`config.mk`:
```
export PLATFORM = sky130hd
export DESIGN_NAME = async_fifo
export DESIGN_NICKNAME = d
export VERILOG_FILES = /design/src/rtl/async_fifo.sv
export SDC_FILE = /design/constraint.sdc
export NUM_CORES = 1
export LEC_CHECK = 0
export CAP_MARGIN = 10
export CORE_MARGIN = 10
export CORE_UTILIZATION = 65
export CTS_BUF_LIST = sky130_fd_sc_hd__clkbuf_8 sky130_fd_sc_hd__clkbuf_16
export DETAILED_ROUTE_END_ITERATION = 8
export DONT_BUFFER_PORTS = 1
export PLACE_DENSITY = 0.8
export SYNTH_ARGS = -nofsm -noshare
export SYNTH_HDL_FRONTEND = slang
export SYNTH_SLANG_ARGS = --single-unit
```
`constraint.sdc`:
```
create_clock -name clk_i -period 6.8 [get_ports clk_i]
set_input_delay 0.34 -clock clk_i [delete_from_list [all_inputs] [get_ports clk_i]]
set_output_delay 0.34 -clock clk_i [all_outputs]
set_load 0.02 [all_outputs]
```
`src/rtl/async_fifo.sv`:
```
// Single-clock FIFO with binary wrap-bit pointers, registered read data and
// one-cycle overflow/underflow pulses for rejected accesses.
module async_fifo #(
    parameter int DEPTH      = 16,
    parameter int DATA_WIDTH = 12
) (
    input  logic                  clk_i,
    input  logic                  rst_i,
    input  logic                  wr_en_i,
    input  logic                  rd_en_i,
    input  logic [DATA_WIDTH-1:0] wdata_i,
    output logic [DATA_WIDTH-1:0] rdata_o,
    output logic                  full_o,
    output logic                  empty_o,
    output logic                  overflow_o,
    output logic                  underflow_o
);

    localparam int PTR_WIDTH = $clog2(DEPTH);

    logic [PTR_WIDTH:0]    wptr_r;
    logic [PTR_WIDTH:0]    rptr_r;
    logic [DATA_WIDTH-1:0] mem_r [DEPTH];
    logic [DATA_WIDTH-1:0] rdata_r;
    logic                  overflow_r;
    logic                  underflow_r;
    logic                  full_s;
    logic                  empty_s;
    logic                  wr_ok_s;
    logic                  rd_ok_s;

    // Status flags and access acceptance, judged on the pre-edge pointers.
    always_comb begin
        empty_s = (wptr_r == rptr_r);
        full_s  = (wptr_r[PTR_WIDTH] != rptr_r[PTR_WIDTH]) &&
                  (wptr_r[PTR_WIDTH-1:0] == rptr_r[PTR_WIDTH-1:0]);
        wr_ok_s = wr_en_i && !full_s;
        rd_ok_s = rd_en_i && !empty_s;
    end

    // Storage array; never reset, and a reset edge suppresses the write.
    always_ff @(posedge clk_i) begin
        if (!rst_i && wr_ok_s) begin
            mem_r[wptr_r[PTR_WIDTH-1:0]] <= wdata_i;
        end
    end

    // Pointers, registered read data and error pulses.
    always_ff @(posedge clk_i) begin
        if (rst_i) begin
            wptr_r      <= '0;
            rptr_r      <= '0;
            rdata_r     <= '0;
            overflow_r  <= 1'b0;
            underflow_r <= 1'b0;
        end else begin
            if (wr_ok_s) begin
                wptr_r <= wptr_r + (PTR_WIDTH+1)'(1);
            end
            if (rd_ok_s) begin
                rptr_r  <= rptr_r + (PTR_WIDTH+1)'(1);
                rdata_r <= mem_r[rptr_r[PTR_WIDTH-1:0]];
            end
            overflow_r  <= wr_en_i && full_s;
            underflow_r <= rd_en_i && empty_s;
        end
    end

    assign rdata_o     = rdata_r;
    assign full_o      = full_s;
    assign empty_o     = empty_s;
    assign overflow_o  = overflow_r;
    assign underflow_o = underflow_r;

endmodule

```
==> impl_metrics.json <==
{
  "status": "complete, no violations",
  "io_pins": 32,
  "tns_ns": 0,
  "clkTransAtPathRegs_ns": 0.06,
  "fp.dieH_um": 135,
  "critPathTopFamily": "compound AO/OA/AOI/OAI gates",
  "core_area_mm2": 0.0128,
  "tritoncts": "built",
  "max_stage_delay_ns": 1.06,
  "die_width_um": 135,
  "synth_top_cell_area_share_pct": 67.1,
  "grtUsageTotal_pct": 21.1,
  "synthFlopType": "edfxtp_1",
  "port_buffers": 0,
  "place_ws_ns": 3.68,
  "whs_ns": 0.0242,
  "synthAdderAreaFrac_pct": 0.728,
  "min_period_over_period_pct": 47.5,
  "met1_usage_pct": 29.1,
  "p_int_mw": 2.24,
  "rows": 41,
  "yosysMostFrequentCell": "edfxtp_1",
  "grt_util_met2_pct": 33.9,
  "post_cts_buffers": 0,
  "relSlewSlack_pct": 24.4,
  "setup_viol_count_final": 0,
  "muxShareOfSynthArea_pct": 13.3,
  "synth_common_cells": "edfxtp_1, nor3_1, dfxtp_1, mux2_2",
  "areaGrowthSynthToFinish_pct": 13.0,
  "grt_max_degree": 76,
  "dieArea_mm2": 0.0182,
  "gp_congestion": 0.858,
  "drtIter0Drc": 603,
  "cp-end-kind": "flop",
  "syn_inst": 468,
  "drc": 0,
  "synthXorXnorAreaFrac_pct": 1.33,
  "drtPass1Iterations": 4,
  "cp_cell_sequence": "xnor2_1 -> nand4_1 -> o21ai_2 -> nor3_2",
  "irDropWorstVdd_uv": 229,
  "p_leak_nw": 3.04,
  "final_antenna_net_count": 0,
  "rsz0062_at_grt": "no",
  "syn_nets": 489,
  "cp_slowest_cell": "o21ai_2",
  "cts.sinks": 216,
  "drv_slew": 0,
  "busiest_layer": "met2",
  "synth_edf_count": 192,
  "synth_compound_area_share_pct": 4.03,
  "power_frac_comb_pct": 9.5,
  "holdBufCountCts": 13,
  "use_met3_pct": 4.49,
  "tightest_slew_ns": 1.13,
  "multi_input_area_mm2": 0.00226,
  "via_count": 4490,
  "yosysTopAreaCell": "edfxtp_1",
  "syn_area_per_cell_um2": 18.4,
  "worstPathArrival_ns": 3.36,
  "start_util_pct": 67.2,
  "critPathKind": "flop to flop",
  "synth.area.top_cells": "edfxtp_1, mux4_2, dfxtp_1, mux4_1, mux2_2",
  "synth-async-reset-ratio_pct": 0,
  "finClkSkew_ns": 0.0227,
  "yosysSeqAreaShare_pct": 72.7,
  "cts_resized": 0,
  "fin_nets": 512,
  "hold_viol_final": 0,
  "cp_data_required_time_ns": 6.93,
  "nFillCells": 678,
  "cts.path.max_buffers": 3,
  "htreeDepth": 1,
  "ys_warn_count": 0,
  "grt_remaining_overflow": 0,
  "clock_power_share_pct": 38.7,
  "synth_top_family_by_area": "multiplexers",
  "cp_num_buf_inv": 0,
  "drv_cap": 0,
  "grt_pass1_vias": 4549,
  "fin_crit_ns": 3.23,
  "final-seq-area_mm2": 0.00625,
  "switching_power_mw": 0.692,
  "crit_path_max_fanout": 18,
  "swShare_pct": 23.6,
  "ys_ff_latch": 216,
  "setup_slack_ns": 3.57,
  "synthSimpleGateAreaFrac_pct": 5.77,
  "routed_wl_um": 18800,
  "fmaxAchievable_mhz": 310,
  "viasPerCell": 6.58,
  "drive_gt1_share_pct": 23.3,
  "power_density_mw_per_mm2": 302,
  "hpwl_um": 11100,
  "netlist_area_mm2": 0.00859,
  "yosysUniqueCellTypes": 36,
  "wire_per_inst_um": 27.6,
  "critPathLaunchType": "flop",
  "antenna_found_initial": 3,
  "cts_root_buf": "clkbuf_16",
  "grt_pass1_wl_um": 28700,
  "hp-class": "primary input to flop",
  "cts_buffers": 22,
  "seqPwrFrac_pct": 51.7,
  "insertion_delay_ns": 0.50
}
-- cells by family after synthesis --
logic type      Yosys count
buf+inv                  34
xor+xnor                 13
simple gates             93
mux                      61
flops                   216
compound gates           46
fa+ha+maj                 5
-- layer usage --
metal | up-vias | wire length (um)
li1 | 1947 | -
met3 | 29 | 1670
met4 | 2 | 309
met5 | - | 13
met1 | 2298 | 7570
met2 | 214 | 9270
-- worst paths after layout --
| kind | from | to | slack (ns) | cells after the start |
|---|---|---|---|---|
| setup / recovery | wptr_r[3] | mem_r[14][1] | 3.57 | 4 |
| hold / removal | wr_en_i | overflow_o | 0.02 | 1 |
| setup reg to reg | wptr_r[3] | mem_r[14][1] | 3.57 | 4 |
| hold reg to reg | rdata_o[2] | rdata_o[2] | 0.59 | 2 |
-- state kept, by name (all words and copies together), names as in the netlist --
register / flops
mem_r: 192
overflow_o: 1
rdata_o: 12
rptr_r: 5
underflow_o: 1
wptr_r: 5
-- power by group through the flow --
stage               combinational (mW)  sequential [mW]  clock, mW
floorplan                        0.190             1.54          0
global placement                 0.236             1.55          0
detailed placement               0.243             1.55          0
CTS                              0.275             1.52       1.15
global route                     0.300             1.52       1.21
finish                           0.280             1.52       1.14
-- cell usage in the layout (no fill, tap or decap), drive strengths merged, types with 3 or more instances in the layout --
cell / count
clkinv: 7
inv: 9
xnor2: 8
mux4: 36
a211oi: 24
nand2b: 5
edfxtp: 192
dlygate4sd3: 13
nor3: 29
nor2b: 13
ha: 5
buf: 17
mux2: 24
diode: 3
nor4b: 5
dfxtp: 24
nand2: 5
o22ai: 12
o211ai: 4
nor4: 8
xor2: 5
nor2: 22
o21ai: 4
clkbuf: 26
-- cell type report --
cell class	instances	share of cell area [%]
Antenna cell	3	0.0774
Clock buffer	26	6.59
Clock inverter	14	0.645
Inverter	3	0.116
Multi-Input combinational cell	218	23.3
Sequential cell	216	64.4
Tap cell	172	2.22
Timing Repair Buffer	30	2.70
-- stage by stage --
step,util [%],power [mW],cell area [um^2],std cells
after floorplan,-,1.73,8590,468
after global placement,69.3,1.78,8850,625
after global routing,75.9,3.03,9700,681
after CTS,75.8,2.95,9680,678
final,76.0,2.93,9700,682
after detailed placement,69.3,1.79,8850,625
Power figures use the tool's default switching activity.
